<file path="src/rtl/conv_bias_add_stream.sv">
// conv_bias_add_stream: adds the per-channel Q1.7 bias to the conv accumulator
// stream, requantizes to Q1.7 with saturation and optional ReLU.
//
// Ports:
//   clk, rst     rising-edge clock, synchronous active-high reset
//   start        one-cycle pulse that begins a layer pass (IDLE only)
//   busy         high while a pass is running or draining
//   done         one-cycle pulse after the last result leaves the stage
//   in_valid     accumulator word valid
//   in_ready     stage accepts in_data this cycle
//   in_data      signed Q(ACC_W-ACC_FRAC).ACC_FRAC accumulator
//   bias_row     bias ROM row address (current channel)
//   bias_col     bias ROM column address (always 0)
//   bias_data    signed Q1.7 bias, combinational from bias_row/bias_col
//   out_valid    result valid
//   out_ready    downstream accepts result
//   out_data     signed Q1.7 result
//   out_ch       channel index of out_data

module conv_bias_add_stream #(
    parameter int NUM_CH   = 64,
    parameter int NUM_PIX  = 256,
    parameter int ACC_W    = 24,
    parameter int ACC_FRAC = 14,
    parameter bit RELU_EN  = 1'b1
) (
    input  logic             clk,
    input  logic             rst,
    input  logic             start,
    output logic             busy,
    output logic             done,
    input  logic             in_valid,
    output logic             in_ready,
    input  logic [ACC_W-1:0] in_data,
    output logic [15:0]      bias_row,
    output logic [15:0]      bias_col,
    input  logic [7:0]       bias_data,
    output logic             out_valid,
    input  logic             out_ready,
    output logic [7:0]       out_data,
    output logic [15:0]      out_ch
);

    // Distance between the accumulator binary point and the Q1.7 point.
    localparam int SH = ACC_FRAC - 7;

    localparam int CH_W  = (NUM_CH > 1) ? $clog2(NUM_CH) : 1;
    localparam int PIX_W = (NUM_PIX > 1) ? $clog2(NUM_PIX) : 1;

    localparam logic [CH_W-1:0]  CH_LAST  = CH_W'(NUM_CH - 1);
    localparam logic [PIX_W-1:0] PIX_LAST = PIX_W'(NUM_PIX - 1);

    localparam logic signed [ACC_W:0] Q_MAX = (ACC_W + 1)'(127);
    localparam logic signed [ACC_W:0] Q_MIN = (ACC_W + 1)'(-128);

    typedef enum logic [1:0] {
        IDLE  = 2'd0,
        RUN   = 2'd1,
        DRAIN = 2'd2
    } state_t;

    state_t state;
    state_t state_nx;

    logic             done_nx;
    logic [CH_W-1:0]  ch_cnt;
    logic [PIX_W-1:0] pix_cnt;

    logic accept;
    logic out_fire;
    logic last_word;

    logic signed [ACC_W:0] acc_se;
    logic signed [ACC_W:0] bias_se;
    logic signed [ACC_W:0] bias_al;
    logic signed [ACC_W:0] sum;
    logic signed [ACC_W:0] q_full;
    logic [7:0]            q8;

    // ------------------------------------------------------------------
    // Handshake
    // ------------------------------------------------------------------

    // The output register can take a new word when empty or when its
    // current word leaves on this same edge.
    assign in_ready  = (state == RUN) && (!out_valid || out_ready);
    assign accept    = in_valid && in_ready;
    assign out_fire  = out_valid && out_ready;
    assign last_word = (ch_cnt == CH_LAST) && (pix_cnt == PIX_LAST);

    assign busy = (state == RUN) || (state == DRAIN);

    // ------------------------------------------------------------------
    // Bias ROM address
    // ------------------------------------------------------------------

    assign bias_row = {{(16 - CH_W){1'b0}}, ch_cnt};
    assign bias_col = 16'h0000;

    // ------------------------------------------------------------------
    // FSM
    // ------------------------------------------------------------------

    always_ff @(posedge clk) begin
        if (rst) begin
            state <= IDLE;
            done  <= 1'b0;
        end else begin
            state <= state_nx;
            done  <= done_nx;
        end
    end

    always_comb begin
        state_nx = state;
        done_nx  = 1'b0;
        unique case (state)
            IDLE: begin
                if (start) begin
                    state_nx = RUN;
                end
            end
            RUN: begin
                if (accept && last_word) begin
                    state_nx = DRAIN;
                end
            end
            DRAIN: begin
                if (out_fire) begin
                    state_nx = IDLE;
                    done_nx  = 1'b1;
                end
            end
            default: begin
                state_nx = IDLE;
            end
        endcase
    end

    // ------------------------------------------------------------------
    // Channel / pixel counters (channel counts fastest)
    // ------------------------------------------------------------------

    always_ff @(posedge clk) begin
        if (rst) begin
            ch_cnt  <= '0;
            pix_cnt <= '0;
        end else if (accept) begin
            if (ch_cnt == CH_LAST) begin
                ch_cnt <= '0;
                if (pix_cnt == PIX_LAST) begin
                    pix_cnt <= '0;
                end else begin
                    pix_cnt <= pix_cnt + 1'b1;
                end
            end else begin
                ch_cnt <= ch_cnt + 1'b1;
            end
        end
    end

    // ------------------------------------------------------------------
    // Bias add and requantization
    // ------------------------------------------------------------------

    // One extra bit of headroom so the sum can never wrap.
    assign acc_se  = {in_data[ACC_W-1], in_data};
    assign bias_se = {{(ACC_W - 7){bias_data[7]}}, bias_data};
    assign bias_al = bias_se <<< SH;
    assign sum     = acc_se + bias_al;

    // Arithmetic shift floors toward minus infinity.
    assign q_full = sum >>> SH;

    always_comb begin
        q8 = q_full[7:0];
        if (q_full > Q_MAX) begin
            q8 = 8'h7F;
        end else if (q_full < Q_MIN) begin
            q8 = 8'h80;
        end
        if (RELU_EN && q8[7]) begin
            q8 = 8'h00;
        end
    end

    // ------------------------------------------------------------------
    // Output register
    // ------------------------------------------------------------------

    // Accept takes priority: a simultaneous drain and accept reloads
    // the register without a bubble.
    always_ff @(posedge clk) begin
        if (rst) begin
            out_valid <= 1'b0;
            out_data  <= 8'h00;
            out_ch    <= 16'h0000;
        end else if (accept) begin
            out_valid <= 1'b1;
            out_data  <= q8;
            out_ch    <= {{(16 - CH_W){1'b0}}, ch_cnt};
        end else if (out_ready) begin
            out_valid <= 1'b0;
        end
    end

endmodule

</file>
<file path="config.mk">
export PLATFORM = sky130hd
export DESIGN_NAME = conv_bias_add_stream
export DESIGN_NICKNAME = d
export VERILOG_FILES = /design/src/rtl/conv_bias_add_stream.sv
export SDC_FILE = /design/constraint.sdc
export NUM_CORES = 1
export LEC_CHECK = 0
export ABC_AREA = 1
export BUFFER_PORTS_ARGS = -buffer_cell sky130_fd_sc_hd__buf_2
export CORE_MARGIN = 10
export CORE_UTILIZATION = 34
export CTS_CLUSTER_SIZE = 24
export DETAILED_ROUTE_END_ITERATION = 10
export SLEW_MARGIN = 40
export SYNTH_ARGS = -nofsm -noshare
export SYNTH_HDL_FRONTEND = slang
export SYNTH_SLANG_ARGS = --single-unit
export TNS_END_PERCENT = 100
</file>
<file path="constraint.sdc">
create_clock -name clk -period 4.7 [get_ports clk]
set_input_delay 0.94 -clock clk [delete_from_list [all_inputs] [get_ports clk]]
set_output_delay 0.94 -clock clk [all_outputs]
set_load 0.005 [all_outputs]
</file>
==> impl_metrics.yaml <==
run_status:
  status: "complete, no violations"
critical_path:
  slowest_delay_ps: 390
  crit_type: "primary input to flop"
  cp_max_fo: 7
  start_kind: "primary input"
  cp_cell_sequence: "buf_2 > ha_1 > inv_1 > fa_1 > inv_1 > nand2_1 > nand2_1 > nand3_1 > nand2_1 > nand2_1 > nand2_1 > nand2_1 > nand2_1 > nand2_1 > nor2_2 > nand3_2 > nand2_4 > nand3_1 > nand2_1 > inv_1"
  required_ps: 4880
  cp.arrival_ps: 2910
  r2r_cells: 13
  cp-end-kind: "flop"
  crit_path_frequent_cell: "nand2_1"
  slowest_stage: "fa_1"
power_and_ir_drop:
  power.density_nw_per_um2: 275
  p_leak_uw: 0.00182
  ir_drop_mv: 0.0904
  finalPower_uw: 882
sta:
  grt_setup_unrepaired: "false"
  max_slew_margin: 0.570
  worst_pin_slew_ps: 645
  fmax_mhz: 367
  finalSetupViolCount: 0
  min_period_ps: 2730
  skew_ps: 3.16
  tns_ps: 0
  drv_slew: 0
  hold_viol: 0
  period_share: 0.580
  whs_ps: 467
floorplan:
  row_count: 33
  start_util: 0.350
  die-width_um: 112
  die_height_um: 112
  coreArea_sq_um: 8220
  boundaryPins: 97
  die_area_sq_um: 12500
global_routing:
  globalRouteOverflowTotal: 0
  grt_first_pass_wirelength_um: 11000
  track_usage: 0.0990
  grt_pass1_vias: 2542
  antenna_found_initial: 0
  grt_max_degree: 26
placement:
  routabilityCongestion: 0.839
  dp_hpwl_um: 5490
  place_inst: 594
  port_buffers: 52
logic_synthesis:
  netlist_area_sq_um: 2880
  async_reset_ff_frac: 0
  seq_area_frac_synth: 0.216
  synth_edf_count: 0
  avgSynthCellArea_sq_um: 6.51
  ys_seq_elements: 31
  synth.distinct_cells: 37
  synthFlopType: "dfxtp_1"
  yosysWarnings: 0
  netlist_instances: 442
finish:
  layout_commonest_cell: "nand2_1"
  final_cells: 602
  syn_to_final_growth_pct: 11.5
  final_util: 0.390
  final_nets: 557
  final_cell_mix: "nand2_1, inv_1, buf_2, conb_1, dfxtp_1"
  antenna_cells: 0
  fillers: 895
  drive_above_1_share: 0.189
clocking:
  clock-sinks: 31
  cts_max_path_buffers: 2
  htreeDepth: 2
  clk_pin_slew_worst_paths_ps: 60
  postCtsSetupBuffers: 0
  cts_hold_buf: 0
  cts_tree: "yes"
  clock-root-buffer: "clkbuf_8"
  cts_buffers: 5
  cts_resized: 0
  clk-insertion-delay-late_ps: 270
worst_hold_path:
  hold_depth: 2
  min_path_type: "flop to flop"
drt:
  wl_per_cell_um: 10.6
  ant_nets: 0
  via_count: 2588
  dr.pass1.iters: 5
  drt-total-wl_um: 6410
  drc: 0
  drt-initial-drc-count: 81
  vias_per_cell: 4.30
flow_run:
  cap_violations: 0
[cell families after synthesis]
logic type / share of synthesized area
xor gates and xnor gates: 0.0244
adders and majority gates: 0.107
and+or+nand+nor: 0.347
buffers and inverters: 0.207
DFF: 0.216
other: 0.00130
AOI/OAI and AO/OA: 0.0979
[cell usage after synthesis, types with 6 or more instances]
cell type	instances	area [sq um]
nand2_1	118	443
inv_1	72	270
buf_4	37	278
dfxtp_1	31	621
nand3_1	29	145
ha_1	23	288
a21oi_1	21	105
nor2_1	20	75.1
o21ai_0	11	55.1
nand2_2	9	56.3
o21a_1	7	52.6
inv_2	6	22.5
nor3_1	6	30.0
[critical path, delay by kind of cell]
family / cells / cell delay (ps)
buf+inv: 4 / 230
fa+ha+maj: 2 / 540
simple gates: 14 / 1200
[final timing paths]
path,slack [ps],start,endpoint
worst max-delay path,1970,in_data[7],out_data[1]
worst min-delay path,470,out_ch[1],out_ch[1]
worst max register to register,2650,state[1],ch_cnt[5]
worst min register to register,470,out_ch[1],out_ch[1]
[power breakdown]
group / internal [uW] / total [uW] / switching (uW)
sequential: 295 / 313 / 18.3
clock: 133 / 225 / 91.2
combinational: 133 / 345 / 212
[metal layers]
metal,vias to the layer above,GRT usage,share of wire
li1,1417,-,-
met2,49,0.179,0.49
met1,1118,0.115,0.47
met3,4,0.0193,0.032
met4,0,0.0254,0.0095
met5,-,0,0
[sequential cells by signal, summed over array words and instances (netlist names)]
name / cells
ch_cnt: 6
done: 1
out_ch: 6
out_data: 7
out_valid: 1
pix_cnt: 8
state: 2
[through the flow]
step	instance area, sq um	setup slack (ps)
floorplan	3010	2040
global placement	3110	1690
detailed placement	3110	1680
CTS	3210	1980
global route	3210	1780
finish	3210	1970
[layout make-up]
class                      instances  area, sq um  share of cell area
clock buffer                       8          100              0.0312
inverter                          79          299              0.0933
multi-input combinational        327         1800               0.560
sequential                        31          621               0.194
tap                              105          131              0.0410
timing repair buffer              52          260              0.0812
Power figures use the tool's default switching activity.
